$ cat src/rtl/multicycle_control_unit_if.sv
// Control/status bundle between the multi-cycle controller and the MIPS datapath.
// The controller is the master: it consumes IR fields and Zero and drives every enable and select.
interface multicycle_control_unit_if;
  logic [5:0] opcode;
  logic [5:0] funct;
  logic       Zero;
  logic       PCWre;
  logic       IRWre;
  logic       RegWre;
  logic       MemWre;
  logic       MemRd;
  logic       ALUSrcA;
  logic       ALUSrcB;
  logic       ExtSel;
  logic [1:0] RegDst;
  logic [1:0] WrDataSrc;
  logic [1:0] PCSrc;
  logic [2:0] ALUOp;
  logic [2:0] state;

  modport master (
    input  opcode, funct, Zero,
    output PCWre, IRWre, RegWre, MemWre, MemRd, ALUSrcA, ALUSrcB, ExtSel,
           RegDst, WrDataSrc, PCSrc, ALUOp, state
  );

  modport slave (
    output opcode, funct, Zero,
    input  PCWre, IRWre, RegWre, MemWre, MemRd, ALUSrcA, ALUSrcB, ExtSel,
           RegDst, WrDataSrc, PCSrc, ALUOp, state
  );
endinterface

$ cat src/rtl/multicycle_control_unit.sv
// Multi-cycle MIPS controller: IF/ID/EXE/MEM/WB/HALT sequencer that owns every
// architectural write enable. Only the state is registered; all outputs are combinational.
module multicycle_control_unit #(
  parameter logic [5:0] HALT_OP  = 6'b111111,
  parameter logic [4:0] LINK_REG = 5'd31
) (
  input logic                      CLK,
  input logic                      RST,
  multicycle_control_unit_if.master bus
);

  typedef enum logic [2:0] {
    S_IF   = 3'd0,
    S_ID   = 3'd1,
    S_EXE  = 3'd2,
    S_MEM  = 3'd3,
    S_WB   = 3'd4,
    S_HALT = 3'd5
  } state_e;

  typedef enum logic [2:0] {
    ALU_ADD = 3'b000,
    ALU_SUB = 3'b001,
    ALU_AND = 3'b010,
    ALU_OR  = 3'b011,
    ALU_SLT = 3'b100,
    ALU_SLL = 3'b101
  } alu_op_e;

  typedef enum logic [4:0] {
    I_NOP, I_ADD, I_SUB, I_AND, I_OR, I_SLT, I_SLL, I_JR,
    I_ADDI, I_ANDI, I_ORI, I_SLTI, I_LW, I_SW, I_BEQ, I_BNE,
    I_J, I_JAL, I_HALT
  } instr_e;

  // A link into r0 would be discarded by the register file anyway, so skip the write.
  localparam logic LinkWriteEn = (LINK_REG != 5'd0);

  state_e  state_q, state_d;
  instr_e  instr;
  alu_op_e alu_op_w;
  logic    src_a_w, src_b_w, ext_w;

  logic       pc_wre, ir_wre, reg_wre, mem_wre, mem_rd;
  logic       alu_src_a, alu_src_b, ext_sel;
  logic [1:0] reg_dst, wr_data_src, pc_src;
  alu_op_e    alu_op;

  always_comb begin
    instr = I_NOP;
    if (bus.opcode == HALT_OP) begin
      instr = I_HALT;
    end else begin
      case (bus.opcode)
        6'b000000: begin
          case (bus.funct)
            6'b100000: instr = I_ADD;
            6'b100010: instr = I_SUB;
            6'b100100: instr = I_AND;
            6'b100101: instr = I_OR;
            6'b101010: instr = I_SLT;
            6'b000000: instr = I_SLL;
            6'b001000: instr = I_JR;
            default:   instr = I_NOP;
          endcase
        end
        6'b001000: instr = I_ADDI;
        6'b001100: instr = I_ANDI;
        6'b001101: instr = I_ORI;
        6'b001010: instr = I_SLTI;
        6'b100011: instr = I_LW;
        6'b101011: instr = I_SW;
        6'b000100: instr = I_BEQ;
        6'b000101: instr = I_BNE;
        6'b000010: instr = I_J;
        6'b000011: instr = I_JAL;
        default:   instr = I_NOP;
      endcase
    end
  end

  // ALU steering for instructions that reach EXE; held through MEM/WB so the
  // unregistered ALU result stays valid for the address and write-back phases.
  always_comb begin
    alu_op_w = ALU_ADD;
    src_a_w  = 1'b0;
    src_b_w  = 1'b0;
    ext_w    = 1'b1;
    case (instr)
      I_SUB, I_BEQ, I_BNE: alu_op_w = ALU_SUB;
      I_AND:               alu_op_w = ALU_AND;
      I_OR:                alu_op_w = ALU_OR;
      I_SLT:               alu_op_w = ALU_SLT;
      I_SLL: begin
        alu_op_w = ALU_SLL;
        src_a_w  = 1'b1;
      end
      I_ADDI, I_LW, I_SW: src_b_w = 1'b1;
      I_ANDI: begin
        alu_op_w = ALU_AND;
        src_b_w  = 1'b1;
        ext_w    = 1'b0;
      end
      I_ORI: begin
        alu_op_w = ALU_OR;
        src_b_w  = 1'b1;
        ext_w    = 1'b0;
      end
      I_SLTI: begin
        alu_op_w = ALU_SLT;
        src_b_w  = 1'b1;
      end
      default: ;
    endcase
  end

  always_ff @(posedge CLK) begin
    // NOTE: sequential state uses non-blocking assignment so every flop samples pre-edge values.
    if (RST) state_q <= S_IF;
    else     state_q <= state_d;
  end

  always_comb begin
    // NOTE: every signal gets a default before the case so no path can infer a latch.
    state_d     = state_q;
    pc_wre      = 1'b0;
    ir_wre      = 1'b0;
    reg_wre     = 1'b0;
    mem_wre     = 1'b0;
    mem_rd      = 1'b0;
    alu_src_a   = 1'b0;
    alu_src_b   = 1'b0;
    ext_sel     = 1'b0;
    reg_dst     = 2'b00;
    wr_data_src = 2'b00;
    pc_src      = 2'b00;
    alu_op      = ALU_ADD;

    if (state_q inside {S_EXE, S_MEM, S_WB}) begin
      alu_op    = alu_op_w;
      alu_src_a = src_a_w;
      alu_src_b = src_b_w;
      ext_sel   = ext_w;
    end

    case (state_q)
      S_IF: begin
        ir_wre  = 1'b1;
        state_d = S_ID;
      end
      S_ID: begin
        case (instr)
          I_J: begin
            pc_wre  = 1'b1;
            pc_src  = 2'b11;
            state_d = S_IF;
          end
          I_JAL: begin
            pc_wre      = 1'b1;
            pc_src      = 2'b11;
            reg_wre     = LinkWriteEn;
            reg_dst     = 2'b10;
            wr_data_src = 2'b10;
            state_d     = S_IF;
          end
          I_JR: begin
            pc_wre  = 1'b1;
            pc_src  = 2'b10;
            state_d = S_IF;
          end
          I_NOP: begin
            pc_wre  = 1'b1;
            state_d = S_IF;
          end
          I_HALT:  state_d = S_HALT;
          default: state_d = S_EXE;
        endcase
      end
      S_EXE: begin
        case (instr)
          I_BEQ, I_BNE: begin
            pc_wre  = 1'b1;
            // Branch is taken when Zero matches the sense of the compare.
            if ((instr == I_BEQ) == bus.Zero) pc_src = 2'b01;
            state_d = S_IF;
          end
          I_LW, I_SW: state_d = S_MEM;
          default:    state_d = S_WB;
        endcase
      end
      S_MEM: begin
        if (instr == I_SW) begin
          mem_wre = 1'b1;
          pc_wre  = 1'b1;
          state_d = S_IF;
        end else begin
          mem_rd  = 1'b1;
          state_d = S_WB;
        end
      end
      S_WB: begin
        reg_wre = 1'b1;
        pc_wre  = 1'b1;
        if (instr inside {I_ADD, I_SUB, I_AND, I_OR, I_SLT, I_SLL}) reg_dst = 2'b01;
        if (instr == I_LW) wr_data_src = 2'b01;
        state_d = S_IF;
      end
      S_HALT:  state_d = S_HALT;
      default: state_d = S_IF;
    endcase
  end

  // Reset masks every write strobe immediately, not just from the next edge.
  assign bus.PCWre     = pc_wre  & ~RST;
  assign bus.IRWre     = ir_wre  & ~RST;
  assign bus.RegWre    = reg_wre & ~RST;
  assign bus.MemWre    = mem_wre & ~RST;
  assign bus.MemRd     = mem_rd  & ~RST;
  assign bus.ALUSrcA   = alu_src_a;
  assign bus.ALUSrcB   = alu_src_b;
  assign bus.ExtSel    = ext_sel;
  assign bus.RegDst    = reg_dst;
  assign bus.WrDataSrc = wr_data_src;
  assign bus.PCSrc     = pc_src;
  assign bus.ALUOp     = alu_op;
  assign bus.state     = state_q;

endmodule

$ cat src/flat_wrapper.sv
// flat-port wrapper written by rule: the top's interface ports become plain ports
module multicycle_control_unit_flat 
#(
  parameter logic [5:0] HALT_OP  = 6'b111111,
  parameter logic [4:0] LINK_REG = 5'd31
)
  (CLK, RST, bus_opcode, bus_funct, bus_Zero, bus_PCWre, bus_IRWre, bus_RegWre, bus_MemWre, bus_MemRd, bus_ALUSrcA, bus_ALUSrcB, bus_ExtSel, bus_RegDst, bus_WrDataSrc, bus_PCSrc, bus_ALUOp, bus_state);
  multicycle_control_unit_if bus_i ();
  input logic CLK;
  input logic RST;
  input wire logic [$bits(bus_i.opcode)-1:0] bus_opcode;
  input wire logic [$bits(bus_i.funct)-1:0] bus_funct;
  input wire logic [$bits(bus_i.Zero)-1:0] bus_Zero;
  output wire logic [$bits(bus_i.PCWre)-1:0] bus_PCWre;
  output wire logic [$bits(bus_i.IRWre)-1:0] bus_IRWre;
  output wire logic [$bits(bus_i.RegWre)-1:0] bus_RegWre;
  output wire logic [$bits(bus_i.MemWre)-1:0] bus_MemWre;
  output wire logic [$bits(bus_i.MemRd)-1:0] bus_MemRd;
  output wire logic [$bits(bus_i.ALUSrcA)-1:0] bus_ALUSrcA;
  output wire logic [$bits(bus_i.ALUSrcB)-1:0] bus_ALUSrcB;
  output wire logic [$bits(bus_i.ExtSel)-1:0] bus_ExtSel;
  output wire logic [$bits(bus_i.RegDst)-1:0] bus_RegDst;
  output wire logic [$bits(bus_i.WrDataSrc)-1:0] bus_WrDataSrc;
  output wire logic [$bits(bus_i.PCSrc)-1:0] bus_PCSrc;
  output wire logic [$bits(bus_i.ALUOp)-1:0] bus_ALUOp;
  output wire logic [$bits(bus_i.state)-1:0] bus_state;
  assign bus_i.opcode = bus_opcode;
  assign bus_i.funct = bus_funct;
  assign bus_i.Zero = bus_Zero;
  assign bus_PCWre = bus_i.PCWre;
  assign bus_IRWre = bus_i.IRWre;
  assign bus_RegWre = bus_i.RegWre;
  assign bus_MemWre = bus_i.MemWre;
  assign bus_MemRd = bus_i.MemRd;
  assign bus_ALUSrcA = bus_i.ALUSrcA;
  assign bus_ALUSrcB = bus_i.ALUSrcB;
  assign bus_ExtSel = bus_i.ExtSel;
  assign bus_RegDst = bus_i.RegDst;
  assign bus_WrDataSrc = bus_i.WrDataSrc;
  assign bus_PCSrc = bus_i.PCSrc;
  assign bus_ALUOp = bus_i.ALUOp;
  assign bus_state = bus_i.state;
  multicycle_control_unit #(.HALT_OP(HALT_OP), .LINK_REG(LINK_REG)) u_core (.CLK(CLK), .RST(RST), .bus(bus_i));
endmodule
$ cat config.mk
export PLATFORM = sky130hd
export DESIGN_NAME = multicycle_control_unit_flat
export DESIGN_NICKNAME = d
export VERILOG_FILES = /design/src/rtl/multicycle_control_unit_if.sv /design/src/rtl/multicycle_control_unit.sv /design/src/flat_wrapper.sv
export SDC_FILE = /design/constraint.sdc
export NUM_CORES = 1
export LEC_CHECK = 0
export ABC_AREA = 1
export BUFFER_PORTS_ARGS = -buffer_cell sky130_fd_sc_hd__clkbuf_2
export CORE_UTILIZATION = 47
export DETAILED_ROUTE_END_ITERATION = 12
export HOLD_SLACK_MARGIN = 0.12
export MAX_ROUTING_LAYER = met4
export PLACE_DENSITY_LB_ADDON = 0.25
export SYNTH_ARGS = -nofsm -noshare
export SYNTH_HDL_FRONTEND = slang
export SYNTH_SLANG_ARGS = --single-unit
export TNS_END_PERCENT = 30
$ cat constraint.sdc
create_clock -name CLK -period 1.6 [get_ports CLK]
set_clock_uncertainty 0.1 [all_clocks]
set_input_delay 0.24 -clock CLK [delete_from_list [all_inputs] [get_ports CLK]]
set_output_delay 0.24 -clock CLK [all_outputs]
set_load 0.03 [all_outputs]
==> results of run 1 <==
==> cell usage after synthesis, types with 2 or more instances <==
| cell type | instances | area (um2) |
|---|---|---|
| o21ai_0 | 2 | 10.0 |
| nor3_1 | 3 | 15.0 |
| dfxtp_1 | 3 | 60.1 |
| nor2_4 | 5 | 56.3 |
| nand2_1 | 18 | 67.6 |
| nand4_1 | 2 | 12.5 |
| inv_2 | 4 | 15.0 |
| nand3_2 | 7 | 70.1 |
| nor2_2 | 4 | 25.0 |
| nand3b_1 | 2 | 15.0 |
| nand2_2 | 5 | 31.3 |
| nand3_1 | 21 | 105 |
| nor2_1 | 28 | 105 |
| a21oi_1 | 9 | 45.0 |
| nor4_1 | 3 | 18.8 |
| inv_1 | 21 | 78.8 |
==> through the flow <==
stage / util [%] / setup TNS, ns / setup slack (ns) / area (um2) / std cells
3_5_place_dp: 95.2 / -5.42 / -0.587 / 1480 / 238
3_3_place_gp: 95.2 / -4.17 / -0.425 / 1480 / 238
2_1_floorplan: - / -0.956 / -0.132 / 970 / 147
==> logic make-up after synthesis <==
kind of cell	synth area share [%]
AOI/OAI and AO/OA	10.5
DFF	7.41
and+or+nand+nor	68.1
buffers and inverters	13.0
xor gates and xnor gates	1.08
==> results by group, run 1 <==
Yosys
  • Post-synth EDFFs: 0
  • Synthesized area per cell: around 5.5 um2
  • Mapped Area: 811 um2
  • Top FF cell, synth: dfxtp_1
  • Net count after synthesis: around 160
  • Sequential area share after synthesis: between 7 and 8%
  • Synthesis-stage register bit count: 3
  • Async SR Flop Fraction: 0%
  • Yosys cell types: 26
  • Cells after Synth: 147
  • Synth warn: 0

Floorplanning
  • Initial core utilization: 52.0%
  • Die Wd: about 44 um
  • Die Y: roughly 44 um
  • Placement Rows: 14
  • IO Count: 35

Clock tree
  • Root Buffer: clkbuf_4
  • CTS resizes: between 70 and 80
  • Inserted Clock Buffers: 3
  • Setup bufs post-CTS: 3
  • Cts hold-fix bufs: 0
  • H-tree levels: 1
  • Clk buf depth: 2
  • Sink Count: 3

Outcome
  • Last stage: clock tree synthesis
  • Log Error: [ERROR DPL-0038] Utilization greater than 100%, impossible to legalize
  • Status: did not finish

Place
  • # port buffers: 34
  • RD Place Congestion: 0.899
  • Post-detail-place hpwl: around 3300 um
==> run 2: changes to the inputs <==
--- a/config.mk
+++ b/config.mk
@@ -7,11 +7,10 @@
 export LEC_CHECK = 0
 export ABC_AREA = 1
 export BUFFER_PORTS_ARGS = -buffer_cell sky130_fd_sc_hd__clkbuf_2
-export CORE_UTILIZATION = 47
+export CORE_AREA = 2 2 63 65
 export DETAILED_ROUTE_END_ITERATION = 12
-export HOLD_SLACK_MARGIN = 0.12
-export MAX_ROUTING_LAYER = met4
-export PLACE_DENSITY_LB_ADDON = 0.25
+export DIE_AREA = 0 0 65 67
+export PLACE_DENSITY_LB_ADDON = 0.15
 export SYNTH_ARGS = -nofsm -noshare
 export SYNTH_HDL_FRONTEND = slang
 export SYNTH_SLANG_ARGS = --single-unit
==> run 2 against run 1 <==
The flow now finishes, with violations (negative setup slack). Synthesized cell count did not move. Area after synthesis did not move.
==> results by group, run 2 <==
Timing
  • Slew Limit Fails: 0
  • Final period util: 128%
  • Worst-margin pin slew: a little under 0.3 ns
  • Final hold vios: 0
  • Worst setup margin: -0.454 ns
  • RSZ-0062 raised after global routing: true
  • Final hold slack: roughly 0.26 ns
  • Slew headroom: approximately 81%
  • Tmin final: 2.05 ns
  • # setup viols final: 15
  • Max frequency: 487 MHz

Routing
  • Post-Route WL: approximately 3400 um
  • Via count: around 1300
  • DRC viols: 0
  • Per-cell routed wire length: roughly 12 um
  • Met1 WL: around 1200 um
  • Routed wl met2: just over 2000 um
  • Met3 WL: just over 70 um
  • Highest layer used for signal routing: met4
  • Remaining antenna violation count: 0
  • First-pass DRT Iterations: 4
  • Iteration-0 DRC Markers: 12
  • Vias per cell: about 4.5

Worst setup path
  • Buffers and inverters on the worst path: 4
  • Worst path top cell family by delay: simple AND/OR/NAND/NOR gates
  • Crit-path cells: buf_8, nor2_4, buf_6, buf_6, nand4_4, nand2_2, nor2_4, nand2_4, nor2_4, nand3b_1, nand2_2, nor2_4, nor2_4, buf_8
  • Setup crit start: bus_opcode[4]
  • R2R Path End: u_core.bus.state[1]
  • Worst Path Required: 1.26 ns
  • R2R cell count: 8
  • Largest stage delay, worst path: about 0.15 ns
  • Reg2reg start: u_core.bus.state[1]
  • Most frequent CP cell: nor2_4
  • Crit-path slowest cell: nor2_4
  • Reg2Reg Setup Slack: 0.30 ns
  • Crit Path Category: in2out
  • Arrival time worst endpoint: approximately 1.7 ns
  • Worst setup SP type: input pin
  • CP Max Fanout: 7
  • CP Capture Type: primary output

Power and ir drop
  • Pwr per Cell Area: roughly 330 nW/um2
  • Peak VDD IR: 0.431 mV
  • Share of total power in combinational logic: between 50% and 60%
  • Net Sw Power: 272 uW
  • Part of the power in registers: 12.6%
  • Pint: 435 uW
  • Net Sw Frac: roughly two fifths
  • Clock share of power: 30.8%
  • Static leakage: roughly 1 nW

Yosys
  • Area contributors post-synth: nand3_1, nor2_1, inv_1
  • Top FF cell, synth: dfxtp_1
  • Synthesized area per cell: 5.52 um2 (unchanged)
  • Net count after synthesis: 162 (unchanged)
  • Yosys cell types: 26 (unchanged)
  • Yosys top cell by area: nand3_1
  • Synth top area share: 13.0% (unchanged)
  • Mapped Area: 811 um2 (unchanged)
  • Cells after Synth: 147 (unchanged)
  • Synthesis-stage register bit count: 3 (unchanged)
  • Most frequent cell after synthesis: nor2_1
  • Synth warn: 0 (unchanged)
  • Commonest cells in the netlist: nor2_1, inv_1, nand3_1, nand2_1, a21oi_1
  • Sequential area share after synthesis: 7.41% (unchanged)
  • Async SR Flop Fraction: 0% (unchanged)
  • Post-synth EDFFs: 0 (unchanged)

GRT
  • Total GRT Usage: 15.0%
  • Initial antenna violation count: 0
  • Number of global-route vias before repair: ~1300
  • GR Overflow Total: 0
  • Largest net degree at the start of global routing: 9
  • First-pass GRT wire length: a little over 5000 um

Final layout
  • Commonest non-fill, non-tap cell in the layout: buf_4
  • Fill count: 322
  • Max reg flops: 3
  • Final core utilization: approximately 60%
  • Share of layout cells above drive strength 1: 73.4%
  • N_diodes: 0
  • Most frequent cells in the layout: buf_4, nor2_4, nand3_1
  • Layout Cells excl Fill: 292
  • Area grow syn2layout: 161%
  • Footprint of the multi-input gates: roughly 990 um2
  • FF/Latch Area: 66.3 um2
  • Final instance area: approximately 2100 um2
  • Layout net count: 260

Clock tree
  • Root Buffer: clkbuf_8
  • Inserted Clock Buffers: 3 (unchanged)
  • Cts hold-fix bufs: 0 (unchanged)
  • H-tree levels: 1 (unchanged)
  • Worst skew pair latency: 0.21 ns
  • Clock slew at the register clock pins of the worst setup and hold paths: 0.03 ns
  • Sink Count: 3 (unchanged)
  • CTS tree: done
  • Clk buf depth: 2 (unchanged)

Outcome
  • Failing checks: negative setup slack
  • Status: finished with violations

Min path
  • Hold Path End: u_core.bus.state[1]
  • Worst hold stages: 2
  • Min-Delay Path Class: in2reg
  • Hold_sp: RST

Place
  • Dpl cells: 274 (+15%)
  • # port buffers: 34 (unchanged)
  • Placed cell area: 1540 um2 (+3.9%)
  • RD Place Congestion: 0.826 (-8.2%)
  • Post-detail-place hpwl: 2480 um (-25%)

Floorplanning
  • Core ar.: between 3000 and 4000 um2
  • IO Count: 35 (unchanged)
  • Die area: roughly 4400 um2
  • Die Y: 67 um (+54%)
  • Initial core utilization: 22.5% (-30 points)
  • Placement Rows: 22 (+8)
  • Die Wd: 65 um (+49%)

Job
  • Max-cap violations: 0
## run 2: cell counts after synthesis
Identical to the previous run, type by type.
## run 2: worst reg2reg max path: cells and delay by family, from the launching register on
family,cells,cell delay [ns]
flops,1,0.32
simple gates,4,0.41
buf+inv,3,0.25
compound gates,1,0.14
## run 2: worst max-delay path by stage
stage,endpoint,slack (ns),cells past startpoint
after floorplan,bus_PCWre,-0.13,9
after global placement,bus_PCWre,-0.44,13
after detailed placement,bus_RegDst[0],-0.47,12
after CTS,bus_ALUOp[1],-0.35,13
after global routing,bus_ALUOp[1],-0.51,14
final,bus_ALUOp[1],-0.45,14
## run 2: cell families after synthesis
| logic type | after synthesis | synth area share [%] |
|---|---|---|
| and+or+nand+nor | 101 | 68.1 |
| buffers and inverters | 27 | 13.0 |
| AOI/OAI and AO/OA | 15 | 10.5 |
| DFF | 3 | 7.41 |
| xor gates and xnor gates | 1 | 1.08 |
## run 2: final cells by class
cell class | count | share of cell area, %
repair buffers | 95 | 39.7
flip-flops and latches | 3 | 3.14
inverters | 25 | 5.15
multi-input cells | 117 | 47.0
clock buffers | 4 | 2.13
well taps | 48 | 2.84
## run 2: metrics by stage
stage                     setup TNS, ns  setup slack (ns)  total power [mW]
final                             -4.38            -0.454             0.707
after global routing              -5.45            -0.505             0.744
after CTS                         -3.69            -0.346             0.671
after detailed placement          -4.86            -0.473             0.390
after global placement            -4.40            -0.441             0.386
after floorplan                  -0.956            -0.132             0.262
## run 2: metal layers
| metal | track usage (%) | vias to the layer above |
|---|---|---|
| met2 | 32.1 | 25 |
| met3 | 1.18 | 4 |
| met4 | 4.26 | 0 |
| met1 | 15.2 | 600 |
| met5 | 0 | - |
| li1 | - | 680 |
## run 2: power by group through the flow
stage	registers, mW	clock network [mW]	logic, mW
detailed placement	0.0885	0	0.302
global placement	0.0888	0	0.297
CTS	0.0887	0.223	0.359
global route	0.0896	0.226	0.429
floorplan	0.101	0	0.161
finish	0.0888	0.218	0.400
## run 2: what timing repair did
action | CTS | global route
setup endpoints to repair | 16 | 17
resized for setup | 65 | 47
setup buffers | 10 | 4
pin swaps | 21 | 24
No activity file was read; power rests on OpenSTA's default activity.
